File: config.mk
export PLATFORM = sky130hd
export DESIGN_NAME = regfile_preloader
export DESIGN_NICKNAME = d
export VERILOG_FILES = /design/src/rtl/regfile_preloader.sv
export SDC_FILE = /design/constraint.sdc
export NUM_CORES = 1
export LEC_CHECK = 0
export BUFFER_PORTS_ARGS = -buffer_cell sky130_fd_sc_hd__buf_2
export CAP_MARGIN = 0
export CORE_ASPECT_RATIO = 0.7
export CORE_MARGIN = 3
export CORE_UTILIZATION = 25
export CTS_CLUSTER_DIAMETER = 30
export CTS_CLUSTER_SIZE = 24
export DETAILED_ROUTE_END_ITERATION = 8
export GPL_TIMING_DRIVEN = 0
export PLACE_DENSITY = 0.48
export SLEW_MARGIN = 20
export SYNTH_ARGS = -nofsm -noshare
export SYNTH_HDL_FRONTEND = slang
export SYNTH_SLANG_ARGS = --single-unit
File: constraint.sdc
create_clock -name clock -period 4.6 [get_ports clock]
set_input_delay 0.23 -clock clock [delete_from_list [all_inputs] [get_ports clock]]
set_output_delay 0.23 -clock clock [all_outputs]
set_load 0.01 [all_outputs]
File: src/rtl/regfile_preloader.sv
// regfile_preloader: loads (register, value) pairs into the regfile while the CPU is held in reset; define REGLOAD_CLEAR_EN to zero r1..r31 first
module regfile_preloader #(
  parameter int HOLD_CYCLES = 2,
  parameter int CNT_W = 8
) (
  input  logic clock,
  input  logic reset,
  input  logic start,
  input  logic in_valid,
  output logic in_ready,
  input  logic [4:0] in_reg,
  input  logic [31:0] in_data,
  input  logic in_last,
  output logic load_active,
  output logic ctrl_writeEnable,
  output logic [4:0] ctrl_writeReg,
  output logic [31:0] data_writeReg,
  output logic cpu_reset,
  output logic done,
  output logic [CNT_W-1:0] words_loaded,
  output logic r0_dropped
);
  localparam int HW = HOLD_CYCLES < 2 ? 1 : $clog2(HOLD_CYCLES + 1);
`ifdef REGLOAD_CLEAR_EN
  typedef enum logic [2:0] {IDLE, CLEAR, LOAD, DRAIN, HOLD, RUN} state_t;
`else
  typedef enum logic [2:0] {IDLE, LOAD, DRAIN, HOLD, RUN} state_t;
`endif
  state_t state, state_nx;
  logic [HW-1:0] hold_cnt;
  logic acc;
  assign acc = in_valid && state == LOAD;
  // state-decoded handshake/control outputs and next-state selection
  always_comb begin
    state_nx = state;
    in_ready = state == LOAD;
    load_active = state != IDLE && state != RUN;
    cpu_reset = state != RUN;
    done = state == RUN;
    case (state)
`ifdef REGLOAD_CLEAR_EN
      IDLE: state_nx = start ? CLEAR : IDLE;
      CLEAR: state_nx = ctrl_writeReg == 5'd31 ? LOAD : CLEAR;
`else
      IDLE: state_nx = start ? LOAD : IDLE;
`endif
      LOAD: state_nx = in_valid && in_last ? DRAIN : LOAD;
      DRAIN: state_nx = HOLD;
      HOLD: state_nx = hold_cnt == HW'(1) ? RUN : HOLD;
      default: state_nx = state;
    endcase
  end
  // state register
  always_ff @(posedge clock or negedge reset) begin
    if (!reset) state <= IDLE;
    else state <= state_nx;
  end
  // registered write port, hold timer and load statistics; r0 words are counted but never written
  always_ff @(posedge clock or negedge reset) begin
    if (!reset) begin
      ctrl_writeEnable <= 1'b0;
      ctrl_writeReg <= '0;
      data_writeReg <= '0;
      hold_cnt <= '0;
      words_loaded <= '0;
      r0_dropped <= 1'b0;
    end else begin
      ctrl_writeEnable <= acc && in_reg != 5'd0;
      if (acc) begin
        ctrl_writeReg <= in_reg;
        data_writeReg <= in_data;
        if (words_loaded != '1) words_loaded <= words_loaded + 1'b1;
        if (in_reg == 5'd0) r0_dropped <= 1'b1;
      end
      if (state == IDLE && start) begin
        words_loaded <= '0;
        r0_dropped <= 1'b0;
`ifdef REGLOAD_CLEAR_EN
        ctrl_writeEnable <= 1'b1;
        ctrl_writeReg <= 5'd1;
        data_writeReg <= '0;
`endif
      end
`ifdef REGLOAD_CLEAR_EN
      if (state == CLEAR && ctrl_writeReg != 5'd31) begin
        ctrl_writeEnable <= 1'b1;
        ctrl_writeReg <= ctrl_writeReg + 5'd1;
      end
`endif
      hold_cnt <= state == DRAIN ? HW'(HOLD_CYCLES) : hold_cnt - HW'(state == HOLD);
    end
  end
endmodule

## Yosys cells after proc, flatten, opt, wreduce, memory -nomap -nowiden

Index checks and enable logic that the tools add are counted.

- Input bits: 42
- Register bits after elaboration: 52
- Word-level logic and storage cells: 42
- Output and inout port bits: 51

- Reduce and logical (&&, ||, !) cells: 15
- Add/sub/neg operators: 2
- Muxes and demuxes: 11
- Equal/unequal tests: 7

Operator list:

| kind | count |
|---|---|
| 8-bit two-way mux | 3 |
| 3-bit one-hot mux with 4 select lines | 1 |
| 8-bit by 1-bit adder with 8-bit output, second input constant | 1 |
| 8-bit != test, second input constant | 1 |
| 3-bit by 2-bit == test with 1-bit output, second input constant | 2 |
| 2-bit nonzero test | 3 |
| 1-bit logical AND | 5 |
| 5-bit zero test | 1 |
| 5-bit nonzero test | 1 |
| 1-bit two-way mux | 4 |
| 2-bit two-way mux | 2 |
| 2-bit AND reduction | 2 |
| 4-bit nonzero test | 1 |
| 3-bit by 1-bit == test with 1-bit output, second input constant | 1 |
| 3-bit == test, second input constant | 1 |
| 3-bit zero test | 1 |
| 3-bit two-way mux | 1 |
| 3-bit != test, second input constant | 1 |
| 3-bit nonzero test | 1 |
| 2-bit by 1-bit == test with 1-bit output, second input constant | 1 |
| 2-bit by 1-bit subtractor with 2-bit output | 1 |

## Longest topological paths before layout

Gate-level depths: netlist (run 1).

- Depth in word-level cells: 4
- Mapped depth: 6
- Depth with buffers taken out: 5

## Worst setup path before layout (run 1)

OpenSTA, ideal clock, no wires.

- Path kind: register to register
- From: reg state[2]
- To: reg words_loaded[7]
- Arrival: 1.433 ns
- Period minus slack after synthesis: 1.560 ns
- Cell stages (with the launch flop): 6
- Setup slack: 3.040 ns
- Cells stage by stage: dfrtp_1 -> and4bb_1 -> buf_4 -> and4_4 -> nand4_1 -> mux2_1

- Cells in the longest elaborated chain, start to end: 4
- Elaborated cells between the ends (all ways): 8
- Those cells by class: 1 x eq/ne; 1 x mux; 6 x reduce/logical

Ends and longest elaborated chain:

| element | RTL line | text |
|---|---|---|
| start: declaration | 29 | `state_t state, state_nx;` |
| start signal: assignment | 56 | `else state <= state_nx;` |
| 3-bit by 1-bit == test with 1-bit output / 3-bit zero test (equally long branches) | 32, 75 |  |
| 1-bit logical AND, on equally long branches | 32, 75 |  |
| 2-bit nonzero test (no source line) | - |  |
| 2-bit AND reduction (no source line) | - |  |
| end signal: assignment | 72 | `if (words_loaded != '1) words_loaded <= words_loaded + 1'b1;` |
| end: declaration | 20 | `output logic [CNT_W-1:0] words_loaded,` |

Several ways; a longest one is shown, not always the timed one.
A chain may end at the register's enable or synchronous reset.

## Final worst setup path (run 1)

- From: reg state[1]
- To: out done

- Cells in the longest elaborated chain, start to end: 1

Ends and longest elaborated chain:

| element | RTL line | text |
|---|---|---|
| 3-bit == test | 39 | `done = state == RUN;` |
| end: declaration | 19 | `output logic done,` |

Every way passes these cells.

==> results of run 1 <==
-- sequential cells by signal, indices dropped and copies added (netlist names) --
signal            cells
ctrl_writeEnable      1
hold_cnt              2
r0_dropped            1
ctrl_writeReg         5
words_loaded          8
data_writeReg        32
state                 3
-- cell families (layout without fill, tap and decap cells) --
kind of cell / count (synthesis) / in the layout
compound gates: 11 / 11
xor+xnor: 2 / 2
fa+ha+maj: 2 / 2
buf+inv: 12 / 112
flops: 52 / 52
mux: 41 / 41
simple gates: 43 / 43
-- cell type report --
class | count | area [um2] | share of cell area
Sequential cell | 52 | 1300 | 0.441
Multi-Input combinational cell | 99 | 815 | 0.276
Timing Repair Buffer | 92 | 463 | 0.157
Tap cell | 116 | 145 | 0.0492
Clock buffer | 5 | 125 | 0.0424
Clock inverter | 3 | 42.5 | 0.0144
Buffer | 8 | 42.5 | 0.0144
Inverter | 4 | 15.0 | 0.00509
-- critical path: cells and delay by family, from the launching register on --
family        cells  cell delay [ns]
simple gates      2             0.62
flops             1             0.40
buf+inv           3             0.37
-- power by group --
group	switching, mW	total (mW)	internal [mW]
registers	0.111	0.771	0.660
clock network	0.168	0.424	0.256
logic	0.295	0.625	0.330
-- stage by stage --
step	total power, mW	instance area, um2
after CTS	1.86	2950
after detailed placement	1.42	2780
after global routing	1.96	2950
final	1.82	2950
after floorplan	1.14	2170
after global placement	1.41	2780
-- placed cells by master (no fill, tap or decap), types with 2 or more instances in the layout --
cell / instances
buf_2: 95
dfrtp_1: 52
mux2_2: 37
nor2_1: 14
nand2_1: 7
clkbuf_16: 5
inv_1: 4
a21oi_1: 4
nand4_1: 4
buf_4: 3
mux2i_1: 3
clkbuf_1: 2
nor2b_1: 2
nand2b_1: 2
or2_2: 2
nand4b_1: 2
ha_1: 2
-- worst paths after layout --
kind,start,end,slack (ns),cells after the start
hold reg to reg,data_writeReg[6]$_DFFE_PN0P_,data_writeReg[6]$_DFFE_PN0P_,0.50,1
hold / removal,reset,words_loaded[0]$_DFFE_PN0P_,-0.02,1
max in group asynchronous,reset,data_writeReg[9]$_DFFE_PN0P_,4.17,1
setup reg to reg,state[0]$_DFFE_PN0P_,words_loaded[7]$_DFFE_PN0P_,2.80,5
min in group clock,in_data[14],data_writeReg[14]$_DFFE_PN0P_,0.17,2
setup / recovery,state[1]$_DFFE_PN0P_,done,2.67,5
-- metal layers --
layer  part of all wire  routed length, um  up-vias
met5                  0                  0        -
met4             0.0077                 39        0
met3              0.088                441        2
met2               0.43               2160       58
met1               0.48               2400      760
li1                   -                  -      770
==> flow_summary.json, run 1 <==
{
  "outcome": "complete, but fails checks",
  "violations": "hold timing",
  "max_freq_ghz": 0.519,
  "hold_violations": 41,
  "syn2layout_area_growth_pct": 35.7,
  "grt_overflow_total": 0,
  "track_usage": 0.107,
  "finalSetupTns_ns": 0,
  "yosys-top-cells-count": "52 x dfrtp_1, 37 x mux2_2, 14 x nor2_1, 7 x nand2_1",
  "ys_types": 36,
  "routedWlPerCell_um": 13.3,
  "worst_pin_slew_ns": 0.677,
  "setup_ws_ns": 2.67,
  "met1_usage": 0.139,
  "synth_edf_count": 0,
  "ant_nets": 0,
  "whs_ns": -0.0163,
  "critPathMostFrequentCell": "or2_2",
  "max-vdd-ir-drop_v": 0.000242,
  "use_met3": 0.0495,
  "slew_violations": 0,
  "place_hpwl_um": 3680,
  "synth-simple-area-share": 0.109,
  "setup_viol": 0,
  "grt_pass1_vias": 1661,
  "synth_seq_cells": 52,
  "drt-pass1-iter-count": 4,
  "power.density_mw_per_mm2": 617,
  "ctsHoldBuffers": 0,
  "drv_cap": 0,
  "cts.sinks": 52,
  "viasPerCell": 4.20,
  "synth_top_area_share": 0.599,
  "synth_area_per_cell_um2": 13.3,
  "htreeDepth": 2,
  "cts.clk_slew.worst_paths_ns": 0.07,
  "clock_latency_ns": 0.29,
  "postCtsSetupBuffers": 0,
  "critPathCaptureType": "output port",
  "cts_buffers": 5,
  "fin_util": 0.362,
  "finalClockSkew_ns": 0.00701,
  "cts_buffer_depth": 2,
  "synthArstFlopShare": 1.00,
  "fin_cells": 379,
  "gp_routability_congestion": 0.701,
  "cp_max_fo": 10,
  "syn_inst": 163,
  "required_ns": 4.37,
  "grt_pass1_wl_um": 8550,
  "numPortBuffers": 92,
  "yosys.area_share.xor_xnor": 0.00806,
  "die_width_um": 117,
  "cts_resized": 0,
  "p_leak_nw": 1.44,
  "synth_area_leaders": "dfrtp_1 60%, mux2_2 19%, nor2_1 2.4%",
  "fillers": 832,
  "drt_wl_total_um": 5030,
  "initial_core_util": 0.267,
  "synth-adder-area-share": 0.0115,
  "start_kind": "flop",
  "final_nets": 306,
  "period_share": 0.419,
  "slew_headroom": 0.549,
  "grt_use_met2": 0.161,
  "pre_cts_slack_ns": 2.80,
  "yosysTopAreaCell": "dfrtp_1",
  "cp_slowest_cell": "dfrtp_1",
  "grt_max_degree": 53,
  "synth_ff_type": "dfrtp_1",
  "drive_gt1_frac": 0.563,
  "synthMuxAreaShare": 0.211,
  "dp.cells": 371,
  "cts_root_buffer": "clkbuf_16",
  "synth_top_family_by_area": "multiplexers",
  "hold_path_class": "in -> async",
  "ys_seq_area_frac": 0.599,
  "period_needed_ns": 1.93,
  "synth_area_mm2": 0.00217,
  "drt_iter0_markers": 103,
  "synth_compound_area_frac": 0.0357,
  "drc": 0,
  "synth_fp_nets": 207,
  "cp_cell_sequence": "clkbuf_1, or2_2, or2_2, inv_1, buf_2",
  "diodes": 0,
  "yosys_warnings": 0,
  "num_rows": 27,
  "die-area_mm2": 0.00987,
  "synth.most_common_cell": "dfrtp_1",
  "cts_tree": "done",
  "busiest_layer": "met2",
  "die_y_um": 84.0,
  "core_mm2": 0.00814,
  "pin_count": 93,
  "cp_slowest_stage_delay_ns": 0.40,
  "rsz0062_at_grt": "false",
  "arrival_ns": 1.70,
  "antenna_found_initial": 0,
  "path_class": "reg -> out",
  "via_count": 1590
}
No activity file was read; power rests on OpenSTA's default activity.
==> run 2: changes to the inputs <==
Settings changed: ABC_AREA set to 1.
Clock period 4.6 ns to 1.8 ns, I/O delays scaled along.
==> flow_summary.json, run 2 <==
{
  "outcome": "complete, no violations",
  "clock_latency_ns": 0.28,
  "yosysTopAreaCell": "dfrtp_1",
  "period_needed_ns": 1.41,
  "grt_overflow_total": 0,
  "cts_root_buffer": "clkbuf_16",
  "max_freq_ghz": 0.707,
  "top_register": "data_writeReg",
  "cts_buffers": 5,
  "power.density_mw_per_mm2": 687,
  "synth_area_per_cell_um2": 8.55,
  "numPortBuffers": 92,
  "syn2layout_area_growth_pct": 45.0,
  "drt_wl_total_um": 5710,
  "synth_area_leaders": "dfrtp_1 58%, nand2_1 23%, inv_1 2.7%",
  "critical_path_buf_inv_count": 1,
  "gp_routability_congestion": 0.724,
  "crit_end": "words_loaded[5]$_DFFE_PN0P_",
  "largest_reg_flops": 32,
  "p_leak_nw": 1.90,
  "start_kind": "flop",
  "hold_path_class": "in -> reg",
  "synth_seq_cells": 52,
  "path_class": "reg -> reg",
  "synthArstFlopShare": 1.00,
  "arrival_ns": 1.63,
  "pre_cts_slack_ns": 0.320,
  "r2r_start": "words_loaded[0]$_DFFE_PN0P_",
  "cp_slowest_stage_delay_ns": 0.41,
  "max-vdd-ir-drop_v": 0.000340,
  "rsz0062_at_grt": "false",
  "die-area_mm2": 0.0102,
  "drt_iter0_markers": 113,
  "grt_max_degree": 53,
  "cts_buffer_depth": 2,
  "ys_seq_area_frac": 0.578,
  "largestRegisters": "data_writeReg x32, words_loaded x8, ctrl_writeReg x5",
  "fin_area_mm2": 0.00326,
  "required_ns": 2.01,
  "drt-pass1-iter-count": 4,
  "worst_pin_slew_ns": 0.664,
  "ff2ff_path_depth": 8,
  "critPathCaptureType": "flop",
  "ys_types": 30,
  "hold_violations": 0,
  "yosys.area_share.xor_xnor": 0.00779,
  "core_mm2": 0.00862,
  "finalSetupTns_ns": 0,
  "dpl_cell_area_mm2": 0.00286,
  "crit_start": "words_loaded[0]$_DFFE_PN0P_",
  "period_share": 0.785,
  "ant_nets": 0,
  "pin_count": 93,
  "grt_pass1_vias": 1955,
  "die_width_um": 119,
  "synthMuxAreaShare": 0,
  "cpLargestDelayFamily": "simple AND/OR/NAND/NOR gates",
  "setup_viol": 0,
  "routedWlPerCell_um": 11.2,
  "cp_cell_sequence": "ha_1, nand2_2, nor2_4, nand3_1, nand2_2, buf_6, nand2_1, o21ai_1",
  "rrSetupSlack_ns": 0.39,
  "track_usage": 0.115,
  "final_nets": 431,
  "drv_cap": 0,
  "grt_pass1_wl_um": 9590,
  "postCtsSetupBuffers": 0,
  "cts.sinks": 52,
  "critPathMostFrequentCell": "nand2_2",
  "synth-adder-area-share": 0.0111,
  "synth_ff_type": "dfrtp_1",
  "cp_max_fo": 10,
  "synth_top_area_share": 0.578,
  "slew_headroom": 0.558,
  "htreeDepth": 2,
  "mostFrequentLayoutCells": "135 x nand2_1, 93 x buf_2, 52 x dfrtp_1, 25 x dlygate4sd3_1, 16 x inv_1",
  "drc": 0,
  "cp_slowest_cell": "dfrtp_1",
  "cp.depth": 8,
  "synth_edf_count": 0,
  "place_hpwl_um": 4000,
  "finalClockSkew_ns": 0.00619,
  "cts_tree": "done",
  "synth-simple-area-share": 0.303,
  "yosys_warnings": 0,
  "fillers": 915,
  "initial_core_util": 0.261,
  "yosys-top-cells-count": "135 x nand2_1, 52 x dfrtp_1, 16 x inv_1, 11 x nand3_1, 9 x nor2_1",
  "drive_gt1_frac": 0.307,
  "antenna_found_initial": 0,
  "via_count": 2023,
  "worstHoldPathCells": 3,
  "rr_endpoint": "words_loaded[5]$_DFFE_PN0P_",
  "num_rows": 28,
  "viasPerCell": 3.98,
  "setup_ws_ns": 0.386,
  "synth_top_family_by_area": "simple AND/OR/NAND/NOR gates",
  "slew_violations": 0,
  "syn_inst": 263,
  "synth_compound_area_frac": 0.0451,
  "synth_fp_nets": 307,
  "diodes": 0,
  "die_y_um": 85.4,
  "cts.clk_slew.worst_paths_ns": 0.07,
  "synth_area_mm2": 0.00225,
  "final_common_cell": "nand2_1",
  "synth.most_common_cell": "nand2_1"
}
## run 2: cell types whose count changed in the layout (fill, tap and decap cells not counted), sizes merged, moves of 4 or more
cell / before / now
inv: 4 / 19
dlygate4sd3: 0 / 25
nand4: 4 / 0
mux2: 38 / 0
o21ai: 1 / 8
nand3: 1 / 13
nand2: 7 / 137
## run 2: worst min path at each step
stage                 from  slack [ns]                       endpoint
2_1_floorplan        reset       -0.21     ctrl_writeEnable$_DFF_PN0_
3_3_place_gp   in_data[14]        0.28  data_writeReg[14]$_DFFE_PN0P_
3_5_place_dp         reset        0.18           state[1]$_DFFE_PN0P_
4_1_cts        in_data[29]    0.000009  data_writeReg[29]$_DFFE_PN0P_
5_1_grt        in_data[29]       0.001  data_writeReg[29]$_DFFE_PN0P_
6_report       in_data[29]      0.0006  data_writeReg[29]$_DFFE_PN0P_
## run 2: metrics by stage
| stage | utilization | hold WS (ns) | std cells | total power [mW] |
|---|---|---|---|---|
| floorplan | - | -0.206 | 263 | 1.19 |
| global placement | 0.332 | 0.282 | 475 | 1.26 |
| detailed placement | 0.332 | 0.183 | 475 | 1.26 |
| CTS | 0.378 | 0.00000927 | 508 | 2.28 |
| global route | 0.378 | 0.00140 | 508 | 2.34 |
| finish | 0.378 | 0.000636 | 508 | 2.24 |
## run 2: worst min-delay path, delay by kind of cell
family | cells | cell delay [ns]
buf+inv | 1 | 0.07
simple gates | 2 | 0.09
## run 2: cells by family after synthesis
| kind of cell | after synthesis |
|---|---|
| XOR/XNOR | 2 |
| adder cells (fa/ha/maj) | 2 |
| buffers and inverters | 27 |
| AND/OR/NAND/NOR | 165 |
| AO/OA/AOI/OAI | 15 |
| flip-flops | 52 |
## run 2: timing repair
item / CTS / global route
setup endpoints to repair: 0 / 0
gates resized for setup: 0 / 0
hold buffers: 25 / 0
hold endpoints to repair: 76 / 0
## run 2: per-layer routing
metal	vias up	share of wire	track usage
met5	-	0	0
met3	2	0.072	0.0373
li1	1058	-	-
met4	0	0.0035	0.0187
met2	61	0.43	0.179
met1	902	0.50	0.159
## run 2: cell type report
type | instances | area, um2 | area share
clock buffers | 6 | 139 | 0.0426
multi-input cells | 184 | 826 | 0.253
clock inverters | 2 | 10.0 | 0.00307
inverters | 19 | 71.3 | 0.0219
plain buffers | 8 | 51.3 | 0.0157
repair buffers | 117 | 713 | 0.219
flip-flops and latches | 52 | 1300 | 0.399
well taps | 120 | 150 | 0.0460
## run 2: where the power goes
| part | switching (mW) | internal, mW | total [mW] |
|---|---|---|---|
| logic | 0.0450 | 0.0677 | 0.113 |
| registers | 0 | 1.17 | 1.17 |
| clock network | 0.411 | 0.549 | 0.960 |
